<file path="src/rtl/ebike_pkg.sv">
// Shared types and defaults for the e-bike drive path.
package ebike_pkg;
    localparam int DRV_W         = 12;
    localparam int PWM_DEAD_DFLT = 6;

    typedef logic [DRV_W-1:0] pwm_t;
endpackage

</file>
<file path="src/rtl/dead_time_gen.sv">
// Turns a raw PWM level into a complementary gate pair with a dead gap on every switch.
module dead_time_gen #(
    parameter int DEAD = 6
) (
    input  logic clk,
    input  logic rst,
    input  logic raw,
    input  logic coast,
    output logic pwm_hi,
    output logic pwm_lo
);
    localparam int              DT_W    = (DEAD < 1) ? 1 : $clog2(DEAD + 1);
    localparam logic [DT_W-1:0] DT_INIT = DT_W'(DEAD);

    logic [DT_W-1:0] dt;
    logic            raw_q;

    // Every path except the settled one drives both gates low, so no overlap can escape.
    always_ff @(posedge clk) begin
        if (rst) begin
            dt     <= DT_INIT;
            raw_q  <= 1'b0;
            pwm_hi <= 1'b0;
            pwm_lo <= 1'b0;
        end else if (coast) begin
            dt     <= DT_INIT;
            raw_q  <= raw;
            pwm_hi <= 1'b0;
            pwm_lo <= 1'b0;
        end else if (raw != raw_q) begin
            dt     <= DT_INIT;
            raw_q  <= raw;
            pwm_hi <= 1'b0;
            pwm_lo <= 1'b0;
        end else if (dt != '0) begin
            dt     <= dt - DT_W'(1);
            pwm_hi <= 1'b0;
            pwm_lo <= 1'b0;
        end else begin
            pwm_hi <= raw_q;
            pwm_lo <= ~raw_q;
        end
    end
endmodule

</file>
<file path="src/rtl/drv_pwm.sv">
// PID magnitude to dead-time-protected half-bridge PWM, with a once-per-period sync strobe.
module drv_pwm
    import ebike_pkg::*;
#(
    parameter int CNT_W    = DRV_W,
    parameter int DEAD     = PWM_DEAD_DFLT,
    parameter bit FAST_SIM = 1'b0
) (
    input  logic clk,
    input  logic rst,
    input  pwm_t drv_mag,
    input  logic coast,
    output logic pwm_hi,
    output logic pwm_lo,
    output logic pwm_synch
);
    localparam int DEAD_EFF = FAST_SIM ? 1 : DEAD;

    logic [CNT_W-1:0] cnt;
    logic [CNT_W-1:0] duty_q;
    logic             cnt_last;
    logic             raw;

    assign cnt_last = (cnt == '1);
    assign raw      = (cnt < duty_q);

    // Duty is latched on the last count so it applies from cnt==0 for a whole period.
    always_ff @(posedge clk) begin
        if (rst) begin
            cnt       <= '0;
            duty_q    <= '0;
            pwm_synch <= 1'b0;
        end else begin
            cnt       <= cnt + CNT_W'(1);
            pwm_synch <= cnt_last;
            if (cnt_last)
                duty_q <= CNT_W'(drv_mag);
        end
    end

    dead_time_gen #(
        .DEAD (DEAD_EFF)
    ) u_dt (
        .clk    (clk),
        .rst    (rst),
        .raw    (raw),
        .coast  (coast),
        .pwm_hi (pwm_hi),
        .pwm_lo (pwm_lo)
    );
endmodule

</file>
<file path="config.mk">
export PLATFORM = sky130hd
export DESIGN_NAME = drv_pwm
export DESIGN_NICKNAME = d
export VERILOG_FILES = /design/src/rtl/ebike_pkg.sv /design/src/rtl/dead_time_gen.sv /design/src/rtl/drv_pwm.sv
export SDC_FILE = /design/constraint.sdc
export NUM_CORES = 1
export LEC_CHECK = 0
export CORE_MARGIN = 2
export CORE_UTILIZATION = 45
export CTS_CLUSTER_DIAMETER = 60
export CTS_CLUSTER_SIZE = 30
export DETAILED_ROUTE_END_ITERATION = 10
export PLACE_DENSITY = 0.75
export REMOVE_ABC_BUFFERS = 1
export SLEW_MARGIN = 10
export SYNTH_ARGS = -nofsm -noshare
export SYNTH_HDL_FRONTEND = slang
export SYNTH_HIERARCHICAL = 1
export SYNTH_SLANG_ARGS = --single-unit
</file>
<file path="constraint.sdc">
create_clock -name clk -period 5.8 [get_ports clk]
set_input_delay 1.45 -clock clk [delete_from_list [all_inputs] [get_ports clk]]
set_output_delay 1.45 -clock clk [all_outputs]
set_load 0.05 [all_outputs]
</file>
==> out/summary.txt, run 1 <==
outcome - completed
Clk pin slew, worst setup/hold paths - 0.09 ns
#FFs+latches synth - 31
number of CTS-inserted buffers - 5
Final setup viols - 0
Area contributors post-synth - dfxtp_1, ha_1, a21oi_2
Layout Skew - 0.00947 ns
Hold Crit Depth - 2
Synthesis Warnings - 6
r2r setup slk - 3.25 ns
share of cells above drive strength 1 - 17.3%
Power Density - 216 nW/um2
Core Footprint - 3310 um2
worst path required time - 4.35 ns
Die Wd - 62.7 um
Worst R2R Start - duty_q[9]
distinct cell type count after synthesis - 33
Critical Path End Type - output pin
worst-path maximum fanout - 1
Reg2Reg Depth - 9
GRT Overall Usage - 15.6%
sequential area share after synthesis - 40.0%
port bufs - 17
# DRC - 0
Synth Cell Area - 1550 um2
area leader, netlist - dfxtp_1
final period utilization - 49.8%
Worst Path Buf+Inv - 1
Post-synth top cells - dfxtp_1, nand2_1, inv_1
min cycle time layout - 2.89 ns
final hold vios - 0
initial antenna violation count - 0
Crit-path slowest cell - clkdlybuf4s50_1
CTS H-tree lvls - 2
Pleak - 0.633 nW
setup bufs post-CTS - 0
Placement Setup Slack - 3.04 ns
wire length of the first global-routing pass - 4690 um
kind of critical path - reg2out
setup ws final - 2.91 ns
fin. max-slew vios - 0
drt total wl - 2640 um
Chip Height - 62.7 um
total die area - 3930 um2
Arr. time, crit path - 1.44 ns
CP cell instances - clkdlybuf4s50_1
type of origin of the critical path - flip-flop
measured slew at the worst slew-check pin - 1.01 ns
WL/cell - 10.9 um
Starting Density - 46.9%
min-delay src - duty_q[6]
Antenna diodes - 0
vias in the first global route - 1141
Final GP Congestion - 0.802
Worst-Skew Late Latency - 0.33 ns
asr flop ratio synth - 0%
average size of a mapped cell - 8.87 um2
Hold Path End - duty_q[6]
Clock Path Buffers - 2
maxcap violations - 0
slew margin rel. - 31.9%
cell with the most instances after synthesis - dfxtp_1
post-CTS resize count - 0
Hold Path Class - reg2reg
Synth top area share - 40.0%
RR Endpoint - u_dt/pwm_lo
RSZ-0062 raised after global routing - no
via count - 1184
Post-synth EDFFs - 0
Worst path top cell family by delay - buffers and inverters
area post-placement - 1760 um2
IR drop worst, VDD - 0.124 mV
Clock Sinks - 31
iteration-0 DRC count of the detailed router - 16
nets@finish - 224
CTS root buf - clkbuf_4
Finished Cell Area - 1830 um2
Syn Inst Count - 175
Worst path max stage delay - 0.79 ns
DRT antenna net count - 0
global route overflow - 0
Final Total Pwr - 0.395 mW
post-DP HPWL - 2040 um
Avg Vias per Cell - 4.89
io pins - 18
cell row count - 21
largest net degree at the start of global routing - 29
Levels on crit path - 1
Setup TNS Final - 0 ns
CTS tree - built
Initial DRT Pass Iterations - 4
commonest register cell after synthesis - dfxtp_1
Syn-to-layout area delta - 17.8%
CTS Hold Buffers Added - 0
Max Clk Rate - 0.347 GHz
[where the power goes]
part | switching, mW | internal [mW] | total [mW]
registers | 0.00377 | 0.217 | 0.221
logic | 0.0143 | 0.0185 | 0.0329
clock network | 0.0704 | 0.0713 | 0.142
total | 0.0884 | 0.307 | 0.395
[state kept, by name, indices dropped and copies added (netlist names)]
signal,flops
duty_q,12
pwm_synch,1
u_dt/pwm_lo,1
u_dt/raw_q,1
u_dt/dt,3
u_dt/pwm_hi,1
cnt,12
[tightest hold or removal path, delay by kind of cell, from the launching register on]
kind / cells / cell delay (ns)
DFF: 1 / 0.32
and+or+nand+nor: 1 / 0.05
AOI/OAI and AO/OA: 1 / 0.05
[layout make-up]
type	instances	area, um2
multi-input combinational	121	836
tap	46	57.6
inverter	18	67.6
timing repair buffer	18	178
fill	324	1480
clock buffer	8	68.8
sequential	31	621
[through the flow]
stage / util [%] / hold WS (ns) / instances
6_report: 55.2 / 0.454 / 242
5_1_grt: 55.2 / 0.480 / 242
4_1_cts: 55.2 / 0.458 / 242
3_5_place_dp: 53.1 / 0.446 / 234
3_3_place_gp: 53.1 / 0.437 / 234
2_1_floorplan: - / 0.425 / 170
[kinds of logic after synthesis]
family,after synthesis,synth area share [%]
muxes,1,0.645
xor gates and xnor gates,10,5.65
and+or+nand+nor,69,24.3
AOI/OAI and AO/OA,27,12.0
adders and majority gates,14,11.3
DFF,31,40.0
buffers and inverters,23,6.13
[routing by layer]
layer	track usage, %	vias up	share of wire, %
met4	8.61	0	3.4
met1	15.7	535	41
li1	-	616	-
met3	6.31	10	4.1
met5	0	-	0
met2	27.3	23	51
[worst max path at each step]
stage / startpoint / to / slack [ns]
after detailed placement: rst / u_dt/pwm_lo / 3.04
after CTS: pwm_synch / pwm_synch / 2.90
after floorplan: duty_q[9] / u_dt/pwm_hi / 3.64
final: pwm_synch / pwm_synch / 2.91
after global routing: u_dt/pwm_lo / pwm_lo / 2.86
after global placement: rst / u_dt/pwm_lo / 3.09
[layout by cell type (no fill, tap or decap), types with 5 or more instances in the layout]
cell and n:
dfxtp_1 31, nor2_1 15, a21oi_1 6, inv_1 18, o21ai_0 5, ha_1 14
nand2_2 10, clkbuf_4 5, nand2_1 20, xnor2_1 7, clkdlybuf4s50_1 17, a21oi_2 10
Note: power is estimated with default switching activity, not from simulation.
==> inputs of run 2 (changes only) <==
==> constraint.sdc (replaced) <==
create_clock -name clk -period 2.9 [get_ports clk]
set_input_delay 0.725 -clock clk [delete_from_list [all_inputs] [get_ports clk]]
set_output_delay 0.725 -clock clk [all_outputs]
set_load 0.05 [all_outputs]
==> out/summary.txt, run 2 (synthesis gave the netlist of run 1 again) <==
DRT antenna net count - 0
final hold vios - 0
Layout Utilization - 55.7%
Hold Crit Depth - 2
kind of critical path - reg2reg
CTS H-tree lvls - 2
Die Wd - 62.7 um
wire length of the first global-routing pass - 4750 um
global route overflow - 0
Hold Path Class - reg2reg
Metal-1 WL - 1180 um
io pins - 18
min cycle time layout - 2.41 ns
Pleak - 0.643 nW
Avg Vias per Cell - 4.83
final period utilization - 83.2%
Syn-to-layout area delta - 18.8%
# DRC - 0
r2r setup slk - 0.49 ns
fin. max-slew vios - 0
worst-path maximum fanout - 5
slew margin rel. - 54.8%
Critical Path End Type - flip-flop
Worst-Skew Late Latency - 0.32 ns
Starting Density - 46.9%
IR drop worst, VDD - 0.212 mV
post-CTS resize count - 0
RR Endpoint - u_dt/pwm_lo
Hold Path End - duty_q[6]
Final setup viols - 0
Arr. time, crit path - 2.67 ns
Power Density - 428 nW/um2
highest metal used - met4
iteration-0 DRC count of the detailed router - 12
CP startpoint - cnt[4]
number of CTS-inserted buffers - 5
GRT Overall Usage - 15.2%
post-DP HPWL - 2090 um
Core Footprint - 3310 um2
min-delay src - duty_q[6]
Clk pin slew, worst setup/hold paths - 0.09 ns
nets@finish - 226
CTS root buf - clkbuf_4
Layout Skew - 0.00283 ns
metal3 WL - 116 um
via count - 1179
largest net degree at the start of global routing - 14
Antenna diodes - 0
RSZ-0062 raised after global routing - no
Chip Height - 62.7 um
vias in the first global route - 1149
WL/cell - 10.6 um
setup bufs post-CTS - 0
cell row count - 21
most common cell after layout, fill and taps aside - dfxtp_1
measured slew at the worst slew-check pin - 0.661 ns
outcome - completed
DR WL met2 - 1240 um
CTS tree - built
Initial DRT Pass Iterations - 4
total die area - 3930 um2
Final GP Congestion - 0.813
drt total wl - 2580 um
Largest regs - cnt x12, duty_q x12, u_dt/dt x3
Clock Sinks - 31
Reg2Reg Depth - 7
worst path required time - 3.16 ns
Setup TNS Final - 0 ns
port bufs - 17
type of origin of the critical path - flip-flop
initial antenna violation count - 0
Clock Path Buffers - 2
Max Clk Rate - 0.415 GHz
most frequent cells in the layout - dfxtp_1, nand2_1, inv_1, clkdlybuf4s50_1, nor2_1
share of cells above drive strength 1 - 18.2%
Worst R2R Start - cnt[4]
CTS Hold Buffers Added - 0
maxcap violations - 0
run 2: cell count changes in the layout (fill, tap and decap cells not counted), sizes merged:
cell  change
buf       +2
run 2: where the power goes:
group	switching (mW)	internal, mW	leakage, nW
Combinational	0.0292	0.0383	0.354
Clock	0.137	0.142	0.0386
Sequential	0.00745	0.434	0.251
Total	0.173	0.615	0.643
run 2: worst max-delay path by stage:
stage	slack (ns)	end
4_1_cts	0.46	u_dt/pwm_lo
3_5_place_dp	0.51	u_dt/pwm_lo
6_report	0.49	u_dt/pwm_lo
5_1_grt	0.20	u_dt/pwm_lo
2_1_floorplan	0.74	u_dt/pwm_hi
3_3_place_gp	0.59	u_dt/pwm_hi
run 2: critical path, stage by stage (launching register included):
cell	delay, ns
dfxtp_1	0.47
ha_1	0.28
o21ai_0	0.18
a211oi_1	0.10
a2111oi_0	0.64
xor2_1	0.16
or3_4	0.38
nor3_2	0.14
run 2: layout make-up:
type | count | area, um2
inverters | 18 | 67.6
clock buffers | 8 | 68.8
fillers | 317 | 1470
repair buffers | 20 | 193
multi-input cells | 121 | 836
well taps | 46 | 57.6
flip-flops and latches | 31 | 621
run 2: routing by layer:
| layer | track usage, % | vias up |
|---|---|---|
| li1 | - | 621 |
| met1 | 17.0 | 532 |
| met2 | 26.3 | 21 |
| met3 | 5.05 | 5 |
| met4 | 6.67 | 0 |
| met5 | 0 | - |
run 2: metrics by stage:
step | instance area [um2] | setup slack, ns | cells | total power [mW] | hold slack, ns
final | 1840 | 0.488 | 244 | 0.788 | 0.457
after global routing | 1840 | 0.199 | 244 | 0.830 | 0.478
after CTS | 1840 | 0.463 | 244 | 0.801 | 0.458
after detailed placement | 1770 | 0.514 | 236 | 0.520 | 0.445
after global placement | 1770 | 0.585 | 236 | 0.516 | 0.442
after floorplan | 1520 | 0.744 | 170 | 0.484 | 0.425
